**src/rtl/lfsr_stream.sv**
```systemverilog
// Fibonacci LFSR random-word source with valid/ready output stream.
// IDLE/RUN control FSM, multi-step advance, saturating advance counter and period-wrap pulse.
module lfsr_stream #(
    parameter int unsigned           WIDTH   = 8,
    parameter logic [WIDTH-1:0]      TAPS    = WIDTH'(8'h1D),
    parameter int unsigned           STEPS   = 1,
    parameter int unsigned           COUNT_W = 16
) (
    input  logic               clk,
    input  logic               rs,
    input  logic               load,
    input  logic [WIDTH-1:0]   seed,
    input  logic               start,
    input  logic               out_ready,
    output logic               out_valid,
    output logic [WIDTH-1:0]   q,
    output logic [COUNT_W-1:0] count,
    output logic               wrap
);

    typedef enum logic {
        IDLE,
        RUN
    } state_t;

    state_t           state;
    state_t           state_nxt;
    logic [WIDTH-1:0] seed_reg;
    logic [WIDTH-1:0] q_adv;
    logic             advance;

    // The ~|x term pulls the register out of the all-zero lockup state.
    function automatic logic [WIDTH-1:0] lfsr_step(input logic [WIDTH-1:0] x);
        logic fb;
        fb = (^(x & TAPS)) ^ (~|x);
        return {fb, x[WIDTH-1:1]};
    endfunction

    always_comb begin
        q_adv = q;
        for (int unsigned i = 0; i < STEPS; i++) begin
            q_adv = lfsr_step(q_adv);
        end
    end

    always_ff @(posedge clk) begin
        if (rs) begin
            state <= IDLE;
        end else begin
            state <= state_nxt;
        end
    end

    always_comb begin
        state_nxt = state;
        case (state)
            IDLE:    if (load || start) state_nxt = RUN;
            RUN:     state_nxt = RUN;
            default: state_nxt = IDLE;
        endcase
    end

    assign out_valid = (state == RUN);
    assign advance   = out_valid & out_ready & ~load;

    always_ff @(posedge clk) begin
        if (rs) begin
            q        <= '0;
            seed_reg <= '0;
            count    <= '0;
            wrap     <= 1'b0;
        end else begin
            wrap <= 1'b0;
            if (load) begin
                q        <= seed;
                seed_reg <= seed;
                count    <= '0;
            end else if (advance) begin
                q    <= q_adv;
                wrap <= (q_adv == seed_reg);
                if (count != '1) begin
                    count <= count + COUNT_W'(1);
                end
            end
        end
    end

endmodule

```
**config.mk**
```make
export PLATFORM = sky130hd
export DESIGN_NAME = lfsr_stream
export DESIGN_NICKNAME = d
export VERILOG_FILES = /design/src/rtl/lfsr_stream.sv
export SDC_FILE = /design/constraint.sdc
export NUM_CORES = 1
export LEC_CHECK = 0
export CAP_MARGIN = 5
export CELL_PAD_IN_SITES_DETAIL_PLACEMENT = 1
export CELL_PAD_IN_SITES_GLOBAL_PLACEMENT = 1
export CORE_ASPECT_RATIO = 0.7
export CORE_MARGIN = 2
export CORE_UTILIZATION = 37
export DETAILED_ROUTE_END_ITERATION = 7
export PLACE_DENSITY = 0.87
export SETUP_SLACK_MARGIN = 0.5
export SYNTH_ARGS = -nofsm -noshare
export SYNTH_HDL_FRONTEND = slang
export SYNTH_SLANG_ARGS = --single-unit
```
**constraint.sdc**
```tcl
create_clock -name clk -period 2.6 [get_ports clk]
set_clock_uncertainty 0.2 [all_clocks]
set_input_delay 0.26 -clock clk [delete_from_list [all_inputs] [get_ports clk]]
set_output_delay 0.26 -clock clk [all_outputs]
set_load 0.005 [all_outputs]
```
==> impl_metrics.json <==
{
  "area_growth_pct": 35.83,
  "dieArea_sq_um": 5263,
  "antenna_found_initial": 0,
  "cts_buffers": 5,
  "routed_wirelength_microns": 4963,
  "largest_reg_flops": 16,
  "synth_fp_nets": 210,
  "grt_pass1_vias": 1634,
  "worst_pin_slew_ps": 533.5,
  "placed_cells": 287,
  "grt_pass1_wl_microns": 8252,
  "rsz0062_at_grt": "no",
  "cts_root_buffer": "clkbuf_8",
  "htreeDepth": 2,
  "path_class": "reg -> reg",
  "die_y_microns": 61.30,
  "min_period_over_period_pct": 78.44,
  "slew-limit-headroom_pct": 64.11,
  "min_period_ps": 2039,
  "status": "complete, no violations",
  "grt_overflow_total": 0,
  "clock-sinks": 34,
  "yosysSeqAreaShare_pct": 39.22,
  "route.detailed.drc": 0,
  "slew_violations": 0,
  "cts_buffer_depth": 2,
  "cp.required_ps": 2570,
  "grt_max_degree": 31,
  "synth_cell_types": 40,
  "gp_congestion": 0.8518,
  "setup_viol": 0,
  "vias_per_cell": 5.691,
  "fillCellCount": 511,
  "clk_pin_slew_worst_paths_ps": 70,
  "cts_tree": "yes",
  "layout_setup_ws_ps": 560.7,
  "min_path_type": "in -> reg",
  "clk_latency_ps": 280,
  "cap_viol_max_count": 0,
  "grtUsageTotal_pct": 20.28,
  "final_cells": 298,
  "p_per_area_nw_per_um2": 455.4,
  "antenna-diode-count": 0,
  "synth.avg_cell_area_sq_um": 8.900,
  "hpwl_microns": 3546,
  "postLayoutCoreUtil_pct": 53.22,
  "whs_ps": 264.8,
  "yosys_warnings": 0,
  "die_w_microns": 85.86,
  "drive_gt1_share_pct": 12.35,
  "io_pins": 39,
  "vias": 1696,
  "worst_setup_path_start_kind": "register",
  "wl_per_cell_microns": 16.65,
  "end_kind": "register",
  "core_sq_um": 4429,
  "synth_seq_cells": 34,
  "syn_area_sq_um": 1735,
  "drtPass1Iterations": 6,
  "dpl_worst_slack_ps": 215.5,
  "start_util_pct": 39.18,
  "critPathMaxFanout": 8,
  "finalNetCount": 258,
  "finalHoldViolCount": 0,
  "fmax_ghz": 0.4904,
  "leakagePower_nw": 0.8348,
  "setup-tns-final_ps": 0,
  "critical_path_arrival_ps": 2010,
  "ant_nets": 0,
  "drt_iter0_drc": 101,
  "io_buffers": 38,
  "synthCells": 195,
  "num_rows": 20,
  "vdd_ir_drop_max_mv": 0.2488
}
## layout make-up
class                      count  area, sq um  area share [%]
sequential                    34        685.7           29.09
tap                           55        68.82           2.919
inverter                       4        15.01          0.6369
timing repair buffer          48        457.9           19.43
multi-input combinational    150         1054           44.69
clock buffer                   7        76.32           3.238
## layout by cell type, fill, tap and decap left out, types with 5 or more instances in the layout
cell,count
nand3_1,7
or3_1,6
o21ai_0,6
or4_1,7
mux2i_1,11
nand2b_1,8
xnor2_1,6
nand2_1,18
dfxtp_1,30
nor2_1,10
o31ai_1,6
buf_4,10
clkbuf_8,5
clkdlybuf4s50_1,37
a21oi_1,19
## what timing repair did
item	in CTS	in global routing
resized for setup	2	10
cloned	0	0
endpoints found under the setup margin	10	15
pin swaps	1	2
hold buffers	0	0
buffers inserted	2	2
## worst max-delay path, stage by stage (launching register included)
cell     delay [ps]
dfxtp_1         460
nand4_4         230
or2_1           350
or4b_1          560
mux2i_1         130
## per-stage QoR
step	total power, mW	area (sq um)
after floorplan	0.6483	1735
after global placement	0.7065	2202
after detailed placement	0.7111	2202
after CTS	1.074	2308
after global routing	1.116	2357
final	1.074	2357
## cell usage after synthesis, drive strengths merged
library cell / n / area, sq um
mux2i: 11 / 110.1
nor2b: 4 / 25.02
o41a: 1 / 11.26
nor3: 1 / 5.000
o311ai: 2 / 17.52
and2: 1 / 6.260
and3b: 1 / 8.760
o21a: 4 / 30.03
o41ai: 3 / 45.05
nor2: 10 / 37.54
xnor2: 7 / 61.31
clkbuf: 6 / 22.52
o31ai: 6 / 45.04
nand2: 18 / 67.56
or4: 7 / 52.55
dfxtp: 34 / 680.7
or2: 2 / 12.52
a211o: 1 / 8.760
nand4: 5 / 37.53
nand3: 8 / 40.04
a21oi: 19 / 95.09
nor4: 6 / 43.79
and4: 1 / 8.760
or3: 7 / 43.79
o22ai: 1 / 6.260
o211a: 1 / 10.01
ha: 2 / 25.02
or4b: 1 / 10.01
buf: 1 / 5.000
xor2: 1 / 8.760
xor3: 1 / 23.77
nand3b: 1 / 20.02
inv: 4 / 15.01
o21ai: 9 / 45.04
nand2b: 8 / 50.05
## worst paths after layout
| check | start | to | slack, ps | cells after the start |
|---|---|---|---|---|
| max | count[6] | count[13] | 560 | 4 |
| min | out_ready | count[0] | 260 | 4 |
| max reg2reg | count[6] | count[13] | 560 | 4 |
| min reg2reg | seed_reg[2] | seed_reg[2] | 290 | 2 |
## logic make-up (layout without fill, tap and decap cells)
family / Yosys count / after routing / share of synthesized area [%]
xor+xnor: 9 / 9 / 5.407
buf+inv: 11 / 59 / 2.451
simple gates: 81 / 81 / 27.04
flops: 34 / 34 / 39.22
compound gates: 47 / 47 / 18.10
fa+ha+maj: 2 / 2 / 1.442
mux: 11 / 11 / 6.345
## report_power, final
group | switching, mW | internal [mW]
Clock | 0.185 | 0.184
Combinational | 0.0635 | 0.0829
Sequential | 0.0212 | 0.537
Total | 0.269 | 0.804
## metal layers
metal / share of wire, % / global-route usage [%] / vias to the layer above / wire length (microns)
met1: 52 / 29.29 / 843 / 2605
met4: 1.2 / 6.122 / 0 / 58
met2: 43 / 30.80 / 31 / 2145
met3: 3.1 / 4.290 / 6 / 154
met5: 0 / 0 / - / 0
li1: - / - / 816 / -
Power figures use the tool's default switching activity.
